File: src/rtl/group_serial_subtractor.sv
// -----------------------------------------------------------------------------
// group_serial_subtractor
//
// Multi-cycle subtractor: result = a - b - bin, computed one GROUPSIZE-bit
// group per clock through a registered borrow. Used on the SUB/SLTU path where
// latency is cheaper than a full-width carry chain.
//
// Ports
//   clk        in   1            rising-edge clock
//   rst_n      in   1            synchronous active-low reset
//   in_valid   in   1            operands a/b/bin valid
//   in_ready   out  1            block can accept operands (IDLE only)
//   a          in   INPUTSIZE    minuend
//   b          in   INPUTSIZE    subtrahend
//   bin        in   1            borrow in
//   out_valid  out  1            result valid (DONE only)
//   out_ready  in   1            consumer accepts result
//   result     out  INPUTSIZE+1  [n-1:0] difference mod 2^n, [n] borrow out
//   overflow   out  1            two's-complement signed overflow
//
// State table
//   S_IDLE | waiting for operands, in_ready=1
//   S_RUN  | one group per edge, r_cnt = group being computed
//   S_DONE | result presented, out_valid=1, held until out_ready
// -----------------------------------------------------------------------------
module group_serial_subtractor #(
    parameter int INPUTSIZE = 64,
    parameter int GROUPSIZE = 8
) (
    input  logic                 clk,
    input  logic                 rst_n,
    input  logic                 in_valid,
    output logic                 in_ready,
    input  logic [INPUTSIZE-1:0] a,
    input  logic [INPUTSIZE-1:0] b,
    input  logic                 bin,
    output logic                 out_valid,
    input  logic                 out_ready,
    output logic [INPUTSIZE:0]   result,
    output logic                 overflow
);

    localparam int NG = INPUTSIZE / GROUPSIZE;
    localparam int CW = (NG > 1) ? $clog2(NG) : 1;

    generate
        if (INPUTSIZE % GROUPSIZE != 0) begin : g_bad_width
            $fatal(1, "INPUTSIZE must be a multiple of GROUPSIZE");
        end
        if (!(GROUPSIZE == 1 || GROUPSIZE == 2 || GROUPSIZE == 4 || GROUPSIZE == 8)) begin : g_bad_group
            $fatal(1, "GROUPSIZE must be 1, 2, 4 or 8");
        end
    endgenerate

    typedef enum logic [1:0] {
        S_IDLE = 2'd0,
        S_RUN  = 2'd1,
        S_DONE = 2'd2
    } state_t;

    state_t                 r_state;
    state_t                 w_state_nxt;
    logic [CW-1:0]          r_cnt;
    logic [CW-1:0]          w_cnt_nxt;
    logic                   r_borrow;
    logic                   w_borrow_nxt;
    logic [INPUTSIZE-1:0]   r_a;
    logic [INPUTSIZE-1:0]   w_a_nxt;
    logic [INPUTSIZE-1:0]   r_b;
    logic [INPUTSIZE-1:0]   w_b_nxt;
    logic [INPUTSIZE-1:0]   r_res;
    logic [INPUTSIZE-1:0]   w_res_nxt;
    logic                   r_bout;
    logic                   w_bout_nxt;
    logic                   r_ovf;
    logic                   w_ovf_nxt;

    // Operands are shifted right one group per cycle, so the group being
    // worked on is always the low slice; no wide read mux is needed.
    logic [GROUPSIZE-1:0]   w_a_grp;
    logic [GROUPSIZE-1:0]   w_b_grp;
    logic [GROUPSIZE:0]     w_diff;
    logic [GROUPSIZE-1:0]   w_d;
    logic                   w_bout;
    logic                   w_last;
    logic [INPUTSIZE-1:0]   w_res_shift;

    assign w_a_grp = r_a[GROUPSIZE-1:0];
    assign w_b_grp = r_b[GROUPSIZE-1:0];
    assign w_diff  = {1'b0, w_a_grp} - {1'b0, w_b_grp} - {{GROUPSIZE{1'b0}}, r_borrow};
    assign w_d     = w_diff[GROUPSIZE-1:0];
    assign w_bout  = w_diff[GROUPSIZE];
    assign w_last  = (r_cnt == CW'(NG - 1));

    // Each new group enters at the top of the result and walks down; after
    // NG steps group 0 sits in the low bits.
    assign w_res_shift = (r_res >> GROUPSIZE) | (INPUTSIZE'(w_d) << (INPUTSIZE - GROUPSIZE));

    assign in_ready  = (r_state == S_IDLE);
    assign out_valid = (r_state == S_DONE);
    assign result    = {r_bout, r_res};
    assign overflow  = r_ovf;

    always_comb begin
        w_state_nxt  = r_state;
        w_cnt_nxt    = r_cnt;
        w_borrow_nxt = r_borrow;
        w_a_nxt      = r_a;
        w_b_nxt      = r_b;
        w_res_nxt    = r_res;
        w_bout_nxt   = r_bout;
        w_ovf_nxt    = r_ovf;

        case (r_state)
            S_IDLE: begin
                if (in_valid) begin
                    w_a_nxt      = a;
                    w_b_nxt      = b;
                    w_borrow_nxt = bin;
                    w_cnt_nxt    = '0;
                    w_state_nxt  = S_RUN;
                end
            end
            S_RUN: begin
                w_a_nxt      = r_a >> GROUPSIZE;
                w_b_nxt      = r_b >> GROUPSIZE;
                w_res_nxt    = w_res_shift;
                w_borrow_nxt = w_bout;
                w_cnt_nxt    = r_cnt + CW'(1);
                if (w_last) begin
                    // On the last step the low slices hold the original top
                    // group, so their MSBs are the operand sign bits.
                    w_bout_nxt  = w_bout;
                    w_ovf_nxt   = (w_a_grp[GROUPSIZE-1] ^ w_b_grp[GROUPSIZE-1]) &
                                  (w_a_grp[GROUPSIZE-1] ^ w_d[GROUPSIZE-1]);
                    w_cnt_nxt   = '0;
                    w_state_nxt = S_DONE;
                end
            end
            S_DONE: begin
                if (out_ready) begin
                    w_state_nxt = S_IDLE;
                end
            end
            default: begin
                w_state_nxt = S_IDLE;
            end
        endcase
    end

    always_ff @(posedge clk) begin
        if (!rst_n) begin
            r_state  <= S_IDLE;
            r_cnt    <= '0;
            r_borrow <= 1'b0;
            r_a      <= '0;
            r_b      <= '0;
            r_res    <= '0;
            r_bout   <= 1'b0;
            r_ovf    <= 1'b0;
        end else begin
            r_state  <= w_state_nxt;
            r_cnt    <= w_cnt_nxt;
            r_borrow <= w_borrow_nxt;
            r_a      <= w_a_nxt;
            r_b      <= w_b_nxt;
            r_res    <= w_res_nxt;
            r_bout   <= w_bout_nxt;
            r_ovf    <= w_ovf_nxt;
        end
    end

endmodule

File: config.mk
export PLATFORM = sky130hd
export DESIGN_NAME = group_serial_subtractor
export DESIGN_NICKNAME = d
export VERILOG_FILES = /design/src/rtl/group_serial_subtractor.sv
export SDC_FILE = /design/constraint.sdc
export NUM_CORES = 1
export LEC_CHECK = 0
export BUFFER_PORTS_ARGS = -buffer_cell sky130_fd_sc_hd__buf_2
export CORE_UTILIZATION = 45
export DETAILED_ROUTE_END_ITERATION = 10
export PLACE_DENSITY = 0.71
export SLEW_MARGIN = 10
export SYNTH_ARGS = -nofsm -noshare
export SYNTH_HDL_FRONTEND = slang
export SYNTH_SLANG_ARGS = --single-unit
File: constraint.sdc
create_clock -name clk -period 4 [get_ports clk]
set_clock_uncertainty 0.2 [all_clocks]
set_input_delay 0.8 -clock clk [delete_from_list [all_inputs] [get_ports clk]]
set_output_delay 0.8 -clock clk [all_outputs]
set_load 0.01 [all_outputs]
==> flow_summary_export.csv, run 1 <==
group,metric,value,unit
logic_synthesis,synth_ff_type,"dfxtp_1",
sta,rsz0062_at_grt,"no",
logic_synthesis,yosys_register_bits,200,
sta,min_period,2.74,ns
sta,fin_tns_setup,0,ns
floorplanning,dieArea,21300,um2
sta,relSlewSlack,53.7,%
finish,multi_input_area,4780,um2
logic_synthesis,synth.avg_cell_area,8.63,um2
sta,hold_violations,0,
setup_path,slowest_stage,"fa_1",
sta,slew_violations,0,
finish,fin_nets,1356,
setup_path,arrival,2.84,ns
power_and_ir_drop,leakagePower,4.64,nW
global_route,grt_util_all_layers,21.0,%
run_status,status,"completed",
clock_network,cts.reportedPaths.clkPinSlew,0.07,ns
min_path,hold_class,"flop to flop",
sta,setup_viol,0,
clock_network,clkSinkCount,200,
logic_synthesis,synth_async_sr_flop_share,0,%
job,max_cap_violations,0,
finish,ff_latch_area,4010,um2
finish,fin_area,10900,um2
logic_synthesis,synth_edf_count,0,
logic_synthesis,synth_cell_types,42,
finish,nFillCells,1898,
placed_design,routabilityCongestion,0.854,
setup_path,slowest_delay,0.47,ns
placed_design,port_buffers,200,
routing,drc,0,
finish,fin_util,53.9,%
clock_network,cts_resized,0,
routing,via_per_inst,5.36,
finish,drive_gt1_share,30.2,%
floorplanning,die_w,146,um
routing,detail_route.first_pass.iterations,5,
setup_path,critPathMaxFanout,3,
routing,postRouteAntennaNets,0,
global_route,antenna_found_initial,2,
sta,tightest_slew,0.695,ns
finish,finalNonFillerCells,1489,
clock_network,hold_buffers,0,
logic_synthesis,syn_inst,1079,
placed_design,placed_cell_area,10300,um2
sta,fmax,0.366,GHz
floorplanning,coreArea,20200,um2
routing,routedWlPerCell,15.0,um
setup_path,required,4.10,ns
power_and_ir_drop,pwr_density_cell,430,nW/um2
setup_path,end_kind,"flop",
floorplanning,start_util,46.0,%
clock_network,cts-root-buf,"clkbuf_16",
floorplanning,die_height,146,um
logic_synthesis,ys_seq_area_share,43.0,%
clock_network,clk_path_buf_depth,2,
logic_synthesis,syn_nets,1230,
sta,fin_ws,1.26,ns
finish,final_cell_mix,"198 x buf_2, 198 x dfxtp_1, 134 x nor2b_1",
setup_path,start_kind,"flop",
setup_path,crit_family,"adder cells",
routing,vias,7981,
global_route,grt_pass1_vias,7294,
placed_design,dp_hpwl,14600,um
placed_design,dp.cells,1456,
finish,area_growth,17.3,%
routing,finalWirelength,22400,um
clock_network,htree_num_levels,4,
setup_path,worstSetupPathType,"flop to flop",
clock_network,cts_buffers,17,
global_route,grt_max_degree,93,
clock_network,cts_tree,"built",
clock_network,post-cts-setup-buffers,0,
clock_network,clk_latency,0.43,ns
sta,fin_crit_sh,68.4,%
logic_synthesis,syn_area,9310,um2
global_route,grt_pass1_wl,36500,um
routing,drt_iter0_drc,403,
placed_design,post-place-ws,1.28,ns
setup_path,path_buf_inv,1,
power_and_ir_drop,vdd_ir_drop_max,305,uV
floorplanning,ioPinCount,201,
global_route,gr-total-overflow,0,
logic_synthesis,ys.warnings.count,0,
setup_path,path_cells,"inv_1 > fa_1 > fa_1 > nand2b_1 > a21oi_1 > o21ai_0 > a31oi_1 > xnor2_1 > a21oi_1",
floorplanning,rows,52,
[layer usage]
metal	track usage, %	share of wire (%)
met2	33.9	47
met1	28.4	47
met5	0	0.11
met3	4.48	4.7
met4	6.00	1.3
[worst reg2reg max path, cell delays in order, from the launching register on]
cell	delay, ns
dfxtp_1	0.31
inv_1	0.06
fa_1	0.47
fa_1	0.42
nand2b_1	0.18
a21oi_1	0.29
o21ai_0	0.16
a31oi_1	0.22
xnor2_1	0.19
a21oi_1	0.10
[registers in the layout (all words and copies together), names as in the netlist]
name	count
r_res	64
r_bout	1
r_cnt	3
overflow	1
r_a	64
r_b	64
r_borrow	1
r_state	2
[where the power goes]
group / switching (W) / internal [W] / leakage [nW]
registers: 0.0000920 / 0.00213 / 1.65
clock network: 0.000748 / 0.000885 / 0.271
logic: 0.000442 / 0.000399 / 2.72
[through the flow]
stage	hold WS (ns)	power, W
2_1_floorplan	0.288	0.00288
3_3_place_gp	0.249	0.00309
3_5_place_dp	0.255	0.00311
4_1_cts	0.266	0.00474
5_1_grt	0.286	0.00494
6_report	0.262	0.00470
[cell usage after synthesis (3+ instances only)]
master | number | share of area, %
nor2_1 | 118 | 4.8
nand3_1 | 3 | 0.16
nor2b_1 | 135 | 9.1
buf_1 | 3 | 0.12
a21boi_0 | 59 | 4.8
clkbuf_1 | 72 | 2.9
o21ai_0 | 6 | 0.32
ha_1 | 16 | 2.2
inv_1 | 24 | 0.97
dfxtp_1 | 200 | 43
and2_1 | 3 | 0.20
buf_2 | 30 | 1.6
a21oi_1 | 120 | 6.5
a22oi_1 | 18 | 1.5
xnor2_1 | 3 | 0.28
nand2b_1 | 4 | 0.27
o221a_2 | 112 | 14
nand2_1 | 123 | 5.0
[area by class of cell]
| type | instances | share of cell area [%] |
|---|---|---|
| Antenna cell | 1 | 0.0229 |
| Clock buffer | 23 | 4.57 |
| Clock inverter | 9 | 0.585 |
| Inverter | 24 | 0.825 |
| Multi-Input combinational cell | 748 | 43.8 |
| Sequential cell | 200 | 36.7 |
| Tap cell | 270 | 3.09 |
| Timing Repair Buffer | 214 | 10.3 |
[cell families (layout without fill, tap and decap cells)]
family                   after synthesis  after routing  share of synthesized area, %
flip-flops                           200            200                          43.0
AO/OA/AOI/OAI                        329            329                          27.8
XOR/XNOR                               4              4                         0.377
buffers and inverters                131            270                          5.77
adder cells (fa/ha/maj)               18             18                          2.58
multiplexers                           2              2                         0.229
AND/OR/NAND/NOR                      395            395                          20.2
other                                  0              1                             0
[worst paths after layout]
kind	startpoint	slack [ns]	cells past startpoint	endpoint
setup / recovery	r_borrow$_SDFFE_PN0P_	1.26	9	r_borrow$_SDFFE_PN0P_
hold / removal	r_res[7]$_SDFFE_PN0P_	0.26	2	r_res[7]$_SDFFE_PN0P_
setup reg to reg	r_borrow$_SDFFE_PN0P_	1.26	9	r_borrow$_SDFFE_PN0P_
hold reg to reg	r_res[7]$_SDFFE_PN0P_	0.26	2	r_res[7]$_SDFFE_PN0P_
No activity file was read; power rests on OpenSTA's default activity.
==> run 2: changes to the inputs <==
--- a/config.mk
+++ b/config.mk
@@ -5,10 +5,11 @@
 export SDC_FILE = /design/constraint.sdc
 export NUM_CORES = 1
 export LEC_CHECK = 0
+export ABC_AREA = 1
 export BUFFER_PORTS_ARGS = -buffer_cell sky130_fd_sc_hd__buf_2
 export CORE_UTILIZATION = 45
 export DETAILED_ROUTE_END_ITERATION = 10
-export PLACE_DENSITY = 0.71
+export PLACE_DENSITY = 0.72
 export SLEW_MARGIN = 10
 export SYNTH_ARGS = -nofsm -noshare
 export SYNTH_HDL_FRONTEND = slang
==> constraint.sdc (replaced) <==
create_clock -name clk -period 2.55 [get_ports clk]
set_clock_uncertainty 0.2 [all_clocks]
set_input_delay 0.51 -clock clk [delete_from_list [all_inputs] [get_ports clk]]
set_output_delay 0.51 -clock clk [all_outputs]
set_load 0.01 [all_outputs]
==> run 2 against run 1 <==
Against the previous run: register-to-register slack got worse by 1.0 ns; die area fell by 7.9%; critical endpoint is now r_res[62]$_SDFFE_PN0P_; maximum frequency rose by 18%; sequential power rose by 61%; sequential cell count did not move; power rose by 65%; largest power group unchanged; count of clock-buffer cells in the layout fell by 6.
==> flow_summary_export.csv, run 2 <==
group,metric,value,unit
run_status,status,"completed",
finish,fin_area,10300,um2
setup_path,required,2.68,ns
logic_synthesis,synth_area_leaders,"dfxtp_1 47%, nor2_1 15%, a21oi_1 8.7%",
logic_synthesis,ys_seq_area_share,46.8,%
clock_network,cts_resized,0,
logic_synthesis,netlist.area_leader.share,46.8,%
setup_path,end_kind,"flop",
finish,finalNonFillerCells,1617,
floorplanning,die_height,140,um
routing,detail_route.first_pass.iterations,8,
logic_synthesis,syn_area,8560,um2
clock_network,clk_path_buf_depth,2,
floorplanning,dieArea,19600,um2
clock_network,htree_num_levels,4,
sta,rsz0062_at_grt,"no",
power_and_ir_drop,pwr_density_cell,755,nW/um2
sta,hold_violations,0,
setup_path,worst_r2r_endpoint,"r_res[62]$_SDFFE_PN0P_",
logic_synthesis,yosysMostFrequentCell,"nor2_1",
logic_synthesis,yosys_register_bits,200,
placed_design,port_buffers,200,
floorplanning,ioPinCount,201,
clock_network,cts_buffers,17,
min_path,holdPathStages,3,
setup_path,critPathMaxFanout,3,
logic_synthesis,syn_nets,1375,
global_route,grt_pass1_vias,7308,
sta,min_period,2.31,ns
logic_synthesis,ys.warnings.count,0,
logic_synthesis,synth_async_sr_flop_share,0,%
sta,relSlewSlack,59.8,%
logic_synthesis,synth_commonest_cells,"350 x nor2_1, 200 x dfxtp_1, 184 x nand2_1",
setup_path,slowest_stage,"fa_1",
clock_network,cts.reportedPaths.clkPinSlew,0.07,ns
clock_network,cts-root-buf,"clkbuf_16",
logic_synthesis,synth_ff_type,"dfxtp_1",
setup_path,worstSetupPathType,"flop to flop",
min_path,min_to,"r_a[59]$_SDFFE_PN0P_",
setup_path,r2r_start,"r_borrow$_SDFFE_PN0P_",
min_path,min-delay-start,"a[59]",
clock_network,clk_latency,0.43,ns
clock_network,cts_tree,"built",
clock_network,post-cts-setup-buffers,0,
logic_synthesis,yosys.area.top_type,"dfxtp_1",
finish,reg_top3,"r_a (64), r_b (64), r_res (64)",
sta,slew_violations,0,
routing,routedWlPerCell,13.1,um
finish,nFillCells,1852,
global_route,antenna_found_initial,1,
power_and_ir_drop,leakagePower,4.65,nW
clock_network,hold_buffers,0,
setup_path,arrival,2.44,ns
global_route,grt_pass1_wl,34500,um
power_and_ir_drop,vdd_ir_drop_max,466,uV
finish,n_antenna_cell,0,
setup_path,slowest_delay,0.47,ns
job,max_cap_violations,0,
setup_path,path_cells,"inv_1 > fa_1 > fa_1 > nor2_1 > o21bai_1 > a21oi_1 > nor2_1 > o21ai_0 > inv_1",
setup_path,start_kind,"flop",
finish,final_cell_mix,"349 x nor2_1, 200 x buf_2, 200 x dfxtp_1",
placed_design,dp_hpwl,14000,um
routing,postRouteAntennaNets,0,
sta,fin_tns_setup,0,ns
logic_synthesis,synth.avg_cell_area,6.99,um2
min_path,hold_class,"primary input to flop",
setup_path,crit_family,"adder cells",
clock_network,clkSinkCount,200,
sta,fin_crit_sh,90.8,%
placed_design,dp.cells,1585,
routing,drc,0,
logic_synthesis,syn_inst,1224,
floorplanning,start_util,45.8,%
setup_path,path_buf_inv,2,
sta,fmax,0.432,GHz
sta,setup_viol,0,
logic_synthesis,synth_cell_types,24,
finish,layout_commonest_cell,"nor2_1",
setup_path,worst-path-stages,9,
floorplanning,die_w,140,um
routing,vias,8078,
finish,fin_nets,1521,
global_route,grt_util_all_layers,21.7,%
floorplanning,coreArea,18700,um2
placed_design,routabilityCongestion,0.827,
logic_synthesis,synth_edf_count,0,
setup_path,rrSetupSlack,0.24,ns
setup_path,r2r_cells,9,
routing,drt_iter0_drc,458,
routing,via_per_inst,5.00,
floorplanning,rows,50,
finish,drive_gt1_share,18.7,%
global_route,gr-total-overflow,0,
placed_design,placed_cell_area,9670,um2
routing,finalWirelength,21100,um
finish,fin_util,54.8,%
global_route,grt_max_degree,138,
sta,whs,0.125,ns
sta,tightest_slew,0.603,ns
finish,area_growth,19.8,%
[run 2: how the worst max path moves through the flow]
| stage | from | endpoint | slack (ns) |
|---|---|---|---|
| after global routing | r_borrow$_SDFFE_PN0P_ | r_bout$_SDFFE_PN0P_ | 0.03 |
| after CTS | r_borrow$_SDFFE_PN0P_ | r_res[62]$_SDFFE_PN0P_ | 0.24 |
| after global placement | r_borrow$_SDFFE_PN0P_ | r_res[62]$_SDFFE_PN0P_ | 0.28 |
| after floorplan | r_borrow$_SDFFE_PN0P_ | r_res[62]$_SDFFE_PN0P_ | 0.41 |
| after detailed placement | r_borrow$_SDFFE_PN0P_ | r_res[62]$_SDFFE_PN0P_ | 0.25 |
| final | r_borrow$_SDFFE_PN0P_ | r_res[62]$_SDFFE_PN0P_ | 0.24 |
[run 2: routing by layer]
metal / vias up / track usage (%) / wire length (um) / share of wire [%]
met5: - / 0 / 13 / 0.061
met4: 2 / 8.10 / 434 / 2.1
met3: 28 / 5.50 / 1280 / 6.0
met2: 205 / 36.1 / 10000 / 47
met1: 3621 / 27.0 / 9400 / 44
li1: 4222 / - / - / -
[run 2: worst min-delay path: cells and delay by family]
family	cells	cell delay [ns]
AO/OA/AOI/OAI	1	0.06
buffers and inverters	1	0.09
AND/OR/NAND/NOR	1	0.05
[run 2: cells by family after synthesis]
family | count (synthesis) | share of synthesized area, %
xor+xnor | 3 | 0.307
compound gates | 323 | 19.0
fa+ha+maj | 18 | 2.81
buf+inv | 134 | 6.80
simple gates | 546 | 24.3
flops | 200 | 46.8
[run 2: stage by stage]
step | total power, W | setup WS (ns)
2_1_floorplan | 0.00467 | 0.413
4_1_cts | 0.00781 | 0.235
5_1_grt | 0.00819 | 0.0309
3_5_place_dp | 0.00513 | 0.252
3_3_place_gp | 0.00510 | 0.279
6_report | 0.00774 | 0.236
[run 2: final cells by class]
cell class              count  area [um2]  share of cell area [%]
flip-flops and latches    200        4000                    39.0
multi-input cells         890        3980                    38.8
repair buffers            217        1220                    11.9
clock buffers              17         425                    4.15
well taps                 234         293                    2.85
inverters                  44         170                    1.66
clock inverters            15         166                    1.62
[run 2: where the power goes]
| part | internal [W] | total [W] | leakage (nW) | switching, W |
|---|---|---|---|---|
| registers | 0.00341 | 0.00358 | 1.65 | 0.000172 |
| clock network | 0.00139 | 0.00268 | 0.280 | 0.00129 |
| logic | 0.000577 | 0.00148 | 2.72 | 0.000907 |
| total | 0.00538 | 0.00774 | 4.65 | 0.00237 |
